===== config.mk =====
export PLATFORM = sky130hd
export DESIGN_NAME = sbox_share_sched
export DESIGN_NICKNAME = d
export VERILOG_FILES = /design/src/rtl/sbox_share_sched.sv
export SDC_FILE = /design/constraint.sdc
export NUM_CORES = 1
export LEC_CHECK = 0
export BUFFER_PORTS_ARGS = -buffer_cell sky130_fd_sc_hd__buf_2
export CORE_MARGIN = 5
export CORE_UTILIZATION = 40
export DETAILED_ROUTE_END_ITERATION = 16
export GPL_TIMING_DRIVEN = 0
export SLEW_MARGIN = 20
export SYNTH_ARGS = -nofsm -noshare
export SYNTH_HDL_FRONTEND = slang
export SYNTH_SLANG_ARGS = --single-unit

===== constraint.sdc =====
create_clock -name clk -period 3 [get_ports clk]
set_input_delay 0.15 -clock clk [delete_from_list [all_inputs] [get_ports clk]]
set_output_delay 0.15 -clock clk [all_outputs]
set_load 0.005 [all_outputs]

===== src/rtl/sbox_share_sched.sv =====
// Time-shares one external pipelined AES S-box between the round datapath
// (16-byte SubBytes) and the key schedule (4-byte SubWord), one byte per cycle.
module sbox_share_sched #(
   parameter int SBOX_LAT = 3
) (
   input  logic         clk,
   input  logic         rst,
   input  logic         st_req,
   input  logic [127:0] st_data,
   output logic         st_ack,
   output logic [127:0] st_result,
   input  logic         ks_req,
   input  logic [31:0]  ks_word,
   output logic         ks_ack,
   output logic [31:0]  ks_result,
   output logic [7:0]   sb_in,
   output logic         sb_valid,
   input  logic [7:0]   sb_out,
   output logic         busy
);

   typedef enum logic [1:0] {IDLE, ISSUE, DRAIN, DONE} state_t;

   state_t                   state_q, state_d;
   logic                     gnt_ks_q, gnt_ks_d;
   logic                     prio_ks_q, prio_ks_d;
   logic [127:0]             shreg_q, shreg_d;
   logic [3:0]               cnt_q, cnt_d;
   logic [SBOX_LAT-1:0]      dl_vld_q, dl_vld_d;
   logic [SBOX_LAT-1:0][3:0] dl_idx_q, dl_idx_d;
   logic [127:0]             st_res_q, st_res_d;
   logic [31:0]              ks_res_q, ks_res_d;

   logic       issue, cap, pick_ks;
   logic [3:0] last_idx, cap_idx;

   assign issue    = (state_q == ISSUE);
   assign last_idx = gnt_ks_q ? 4'd3 : 4'd15;
   assign cap      = dl_vld_q[SBOX_LAT-1];
   assign cap_idx  = dl_idx_q[SBOX_LAT-1];
   // With both requests pending the pointer decides; a lone request always wins.
   assign pick_ks  = ks_req && (!st_req || prio_ks_q);

   // NOTE: every always_comb output gets a default first so no latch is inferred.
   always_comb begin
      state_d   = state_q;
      gnt_ks_d  = gnt_ks_q;
      prio_ks_d = prio_ks_q;
      shreg_d   = shreg_q;
      cnt_d     = cnt_q;
      case (state_q)
         IDLE: begin
            if (st_req || ks_req) begin
               gnt_ks_d  = pick_ks;
               prio_ks_d = !pick_ks;
               shreg_d   = pick_ks ? {96'b0, ks_word} : st_data;
               cnt_d     = 4'd0;
               state_d   = ISSUE;
            end
         end
         ISSUE: begin
            shreg_d = {8'b0, shreg_q[127:8]};
            cnt_d   = cnt_q + 4'd1;
            if (cnt_q == last_idx) state_d = DRAIN;
         end
         DRAIN: begin
            if (cap && (cap_idx == last_idx)) state_d = DONE;
         end
         DONE:    state_d = IDLE;
         default: state_d = IDLE;
      endcase
   end

   // Tag line: byte index travels alongside its byte through the S-box pipeline.
   always_comb begin
      dl_vld_d    = dl_vld_q;
      dl_idx_d    = dl_idx_q;
      dl_vld_d[0] = issue;
      dl_idx_d[0] = cnt_q;
      for (int i = 1; i < SBOX_LAT; i++) begin
         dl_vld_d[i] = dl_vld_q[i-1];
         dl_idx_d[i] = dl_idx_q[i-1];
      end
   end

   always_comb begin
      st_res_d = st_res_q;
      ks_res_d = ks_res_q;
      if (cap) begin
         if (gnt_ks_q) ks_res_d[{cap_idx[1:0], 3'b000} +: 8] = sb_out;
         else          st_res_d[{cap_idx, 3'b000} +: 8]      = sb_out;
      end
   end

   // NOTE: sequential state uses non-blocking assignments only.
   always_ff @(posedge clk) begin
      if (rst) begin
         state_q   <= IDLE;
         gnt_ks_q  <= 1'b0;
         prio_ks_q <= 1'b1;
         shreg_q   <= '0;
         cnt_q     <= '0;
         // NOTE: the tag line is reset so S-box outputs still in flight are dropped.
         dl_vld_q  <= '0;
         dl_idx_q  <= '0;
         st_res_q  <= '0;
         ks_res_q  <= '0;
      end else begin
         state_q   <= state_d;
         gnt_ks_q  <= gnt_ks_d;
         prio_ks_q <= prio_ks_d;
         shreg_q   <= shreg_d;
         cnt_q     <= cnt_d;
         dl_vld_q  <= dl_vld_d;
         dl_idx_q  <= dl_idx_d;
         st_res_q  <= st_res_d;
         ks_res_q  <= ks_res_d;
      end
   end

   assign sb_valid  = issue;
   assign sb_in     = issue ? shreg_q[7:0] : 8'h00;
   assign busy      = (state_q != IDLE);
   assign st_ack    = (state_q == DONE) && !gnt_ks_q;
   assign ks_ack    = (state_q == DONE) && gnt_ks_q;
   assign st_result = st_res_q;
   assign ks_result = ks_res_q;

endmodule

### Word level (Yosys, flattened, before mapping)

Index checks and enable logic that the tools add are counted.

* bits in registers: 311
* bits in latches: 0
* memory bits (writable): 0
* memory bits (read-only): 0
* input bits: 172
* output and inout port bits: 172
* logic and storage cells: 57
* memories kept: 0

* add/sub/neg operators: 3
* multiply operators: 0
* divide/modulo/power cells: 0
* $lt $le $gt $ge: 0
* eq/ne operators: 8
* shift operators: 4
* multiplexer cells: 13
* bitwise operators: 1
* reduce and logical (&&, ||, !) cells: 17

Operators with widths (count)
* $mux 128: 2
* $pmux 128 s2: 1
* $bwmux 128: 1
* $shift 8x9->128 const A: 1
* $shiftx 8x9->128: 1
* $bwmux 32: 1
* $shift 8x7->32 const A: 1
* $shiftx 8x7->32: 1
* $neg 7->9: 1
* $eq 4x4->1: 2
* $mux 4: 2
* $mux 8: 1
* $pmux 2 s4: 1
* $pmux 4 s2: 1
* $reduce_and 2->1: 4
* $neg 5->7: 1
* $mux 2: 3
* $add 4x1->4 const B: 1
* $eq 2x2->1 const B: 2
* $logic_and 1x1->1: 4
* $ne 2x2->1 const B: 2
* $reduce_bool 2->1: 2
* $logic_not 1->1: 3
* $reduce_and 3->1: 1
* other kinds (5): 6

### Longest topological paths before layout

* depth in word-level cells: 6
* depth in mapped cells: 10
* mapped depth without buffers: 6

### Worst setup path before layout

OpenSTA, ideal clock, no wires.

* kind: flip-flop to flip-flop
* start: register dl_idx_q (netlist bit cap_idx[0])
* end: register st_res_q[86], in the netlist st_result[86]
* library setup time: 0.132 ns
* arrival: 1.843 ns
* required time: 2.868 ns
* setup slack: 1.025 ns
* cell stages (with the launch flop): 8
* buffers on the path: 1
* period minus slack after synthesis: 1.975 ns
* cells stage by stage: dfxtp_1 > inv_1 > ha_1 > nor2b_1 > a21bo_4 > buf_6 > o31ai_2 > a21oi_1

* cells in the longest elaborated chain, start to end: 3
* elaborated cells on any way between the ends: 4
* those cells by class: add/sub (1); shift (2); mux (1)

Ends and longest elaborated chain
* start, declared: line 30 `logic [SBOX_LAT-1:0][3:0] dl_idx_q, dl_idx_d;`
* start signal, assigned: line 115 `dl_idx_q <= dl_idx_d;`
* $neg 7->9 *: line 91 `else st_res_d[{cap_idx, 3'b000} +: 8] = sb_out;`
* $shiftx 8x9->128 / $shift 8x9->128 (equally long branches): line 91
* $bwmux 128 *: line 91
* end signal, assigned: line 116 `st_res_q <= st_res_d;`
* end, declared: line 31 `logic [127:0] st_res_q, st_res_d;`

Every way passes the cells marked *; elsewhere a longest branch is shown, timed or not.
A chain may end at the register's enable or synchronous reset.

### Worst setup path in the final report

* start: register state_q[0]
* end: output sb_in[6]

* cells in the longest elaborated chain, start to end: 2

Ends and longest elaborated chain
* start, declared: line 24 `state_t state_q, state_d;`
* start signal, assigned: line 109 `state_q <= state_d;`
* $eq 2x1->1: line 37 `assign issue = (state_q == ISSUE);`
* $mux 8: line 122 `assign sb_in = issue ? shreg_q[7:0] : 8'h00;`
* end, declared: line 16 `output logic [7:0] sb_in,`

No other way between the ends.

==> flow_metrics.env <==
export IMPL_place_gp_congestion=0.8564
export IMPL_fin_util_pct=54.59
export IMPL_dp_hpwl_mm=32.05
export IMPL_drt_iter0_markers=838
export IMPL_timing_final_ws_setup_ns=0.3751
export IMPL_clock_latency_ns=0.52
export IMPL_finalClockSkew_ns=0.02179
export IMPL_slowest_delay_ns=0.45
export IMPL_synth_cells=1423
export IMPL_busiest_layer="met2"
export IMPL_cts_tree="done"
export IMPL_grtUsageMet1_pct=31.42
export IMPL_hold_path_class="in2reg"
export IMPL_synthArstFlopShare_pct=0
export IMPL_synth_enable_flop_cells=0
export IMPL_layout_common_cells="371 x buf_2, 311 x dfxtp_1, 144 x nor2_1, 104 x dlygate4sd3_1, 103 x clkbuf_1"
export IMPL_htreeDepth=2
export IMPL_drc_errors=0
export IMPL_cap_violations=0
export IMPL_wire_per_inst_um=18.87
export IMPL_status="finished, final reports clean"
export IMPL_hold_viol=0
export IMPL_port_buffers=342
export IMPL_start_util_pct=40.24
export IMPL_crit_buf_inv=3
export IMPL_antenna_left=0
export IMPL_arrival_ns=2.47
export IMPL_p_leak_uw=0.007322
export IMPL_path_clk_slew_ns=0.06
export IMPL_grt_start_max_net_pins=15
export IMPL_finish_instance_area_sq_um=17670
export IMPL_syn_mean_instance_area_sq_um=9.153
export IMPL_crit_top_cell="buf_2"
export IMPL_post_cts_setup_buffer_count=0
export IMPL_place_area_sq_um=15300
export IMPL_cp_top_family="buffers and inverters"
export IMPL_ys_types=54
export IMPL_crit_type="reg2out"
export IMPL_die_x_um=190.5
export IMPL_drt_pass1_iterations=8
export IMPL_clk_path_buf_depth=3
export IMPL_yosys_area_top_type="dfxtp_1"
export IMPL_ir_drop_v=0.0006235
export IMPL_max_slew_worst_pin_slew_ns=0.8884
export IMPL_finalCriticalPeriod_ns=2.625
export IMPL_endpoint_kind="output pin"
export IMPL_worstPathRequired_ns=2.85
export IMPL_layout_cells_most_common="buf_2"
export IMPL_critPathLaunchType="flip-flop"
export IMPL_power_uw=14460
export IMPL_slew_viol_final=0
export IMPL_fill_cells=3000
export IMPL_antenna_cells=0
export IMPL_ys_flop_type="dfxtp_1"
export IMPL_layout_nets=2089
export IMPL_ys_ff_latch=311
export IMPL_clockRootBuffer="clkbuf_16"
export IMPL_num_io_pins=344
export IMPL_grt_ovfl_total=0
export IMPL_ys_seq_area_share_pct=47.80
export IMPL_cp_cell_sequence="ha_1 > buf_2 > clkbuf_1 > and2_1 > buf_2"
export IMPL_rsz0062_at_grt="no"
export IMPL_syn2layout_area_growth_pct=35.68
export IMPL_fmax_mhz=381.0
export IMPL_grt_use_total_pct=23.68
export IMPL_gr_usage_met2_pct=39.70
export IMPL_cts_made_buffers=36
export IMPL_syn_area_sq_um=13020
export IMPL_first_global_vias=12769
export IMPL_fin_setup_tns_ns=0
export IMPL_slew_headroom_pct=40.32
export IMPL_die_h_um=190.5
export IMPL_crit_fanout=10
export IMPL_vias_per_cell=5.434
export IMPL_grt_first_pass_wirelength_mm=70.10
export IMPL_synth_area_leaders="dfxtp_1 48%, mux2i_1 6.3%, a221oi_1 5.9%"
export IMPL_fin_crit_sh_pct=87.50
export IMPL_powerDensity_nw_per_um2=818.5
export IMPL_die_area_sq_um=36270
export IMPL_antenna_found_initial=1
export IMPL_vias=12917
export IMPL_syn_num_nets=1605
export IMPL_final_layout_size_suffix_gt1_share_pct=23.98
export IMPL_clock_sinks=311
export IMPL_cp_slowest_cell="clkbuf_1"
export IMPL_core_area_sq_um=32370
export IMPL_wl_mm=44.86
export IMPL_synth_top_area_share_pct=47.80
export IMPL_use_met3_pct=3.826
export IMPL_setup_viol=0
export IMPL_post_place_ws_ns=0.2796
export IMPL_rows=66
export IMPL_ys_warn_count=0
[final cells by class]
| type | instances | area (sq um) | area share [%] |
|---|---|---|---|
| buffer | 150 | 675.6 | 3.823 |
| clock buffer | 49 | 1042 | 5.898 |
| clock inverter | 17 | 287.8 | 1.628 |
| inverter | 5 | 18.77 | 0.1062 |
| multi-input combinational | 957 | 6116 | 34.61 |
| sequential | 311 | 6226 | 35.23 |
| tap | 442 | 553.0 | 3.129 |
| timing repair buffer | 446 | 2753 | 15.58 |
[timing repair]
item / in CTS / in global routing
hold buffers: 104 / 0
endpoints found under the setup margin: 0 / 1
hold endpoints to repair: 104 / 0
gates resized for setup: 0 / 1
[cell usage after synthesis (2+ instances only)]
library cell	number
clkbuf_1	97
mux2i_1	82
nor4_1	2
ha_1	10
o31ai_2	2
nand2_1	21
a22oi_1	73
buf_4	11
buf_6	4
clkbuf_2	4
nand2b_1	84
and3_1	43
buf_1	5
nand3_1	31
and2_1	9
and4_1	2
o21a_1	3
buf_2	29
a21boi_0	32
and3b_1	3
nor3_1	94
o21ai_0	51
xnor2_1	3
dfxtp_1	311
nor2_1	144
o31ai_1	22
inv_1	5
nand4_1	25
nor3b_1	2
o21ai_1	7
nor2b_1	21
a221oi_1	88
a21oi_1	82
[flip-flops by register name, indices dropped and copies added (netlist names)]
register,count
cap_idx,4
shreg_q,128
prio_ks_q,1
ks_result,32
gnt_ks_q,1
cnt_q,4
dl_idx_d,8
st_result,128
dl_vld_q,3
state_q,2
[through the flow]
step | std cells | hold WS [ns]
floorplan | 1423 | 0.2983
global placement | 2207 | 0.3851
detailed placement | 2207 | 0.3933
CTS | 2377 | 0.05568
global route | 2377 | 0.1029
finish | 2377 | 0.08144
[report_power, final]
group | switching, uW | total, uW | internal [uW]
sequential | 490 | 5420 | 4930
combinational | 2610 | 4200 | 1590
clock | 1790 | 4840 | 3060
[logic make-up after synthesis]
logic type / synth area share [%]
buf+inv: 5.331
compound gates: 19.81
mux: 6.302
simple gates: 19.53
fa+ha+maj: 0.9606
xor+xnor: 0.2690
flops: 47.80
[per-layer routing]
layer,wire (um),part of all wire (%),up-vias
met4,1249,2.8,2
li1,-,-,6162
met2,21350,48,497
met5,13,0.029,-
met3,2795,6.2,88
met1,19440,43,6168
[final timing paths]
path | startpoint | endpoint | slack, ns | depth (start not counted)
worst min register to register | dl_idx_d[11] | cap_idx[3] | 0.43 | 1
worst max-delay path | state_q[0] | sb_in[6] | 0.38 | 5
worst min-delay path | st_req | gnt_ks_q | 0.08 | 4
worst max register to register | cap_idx[0] | st_result[39] | 0.46 | 7
[tightest hold or removal path: cells and delay by family]
family / cells / cell delay, ns
and+or+nand+nor: 2 / 0.19
buffers and inverters: 1 / 0.14
AOI/OAI and AO/OA: 1 / 0.07
Power figures use the tool's default switching activity.
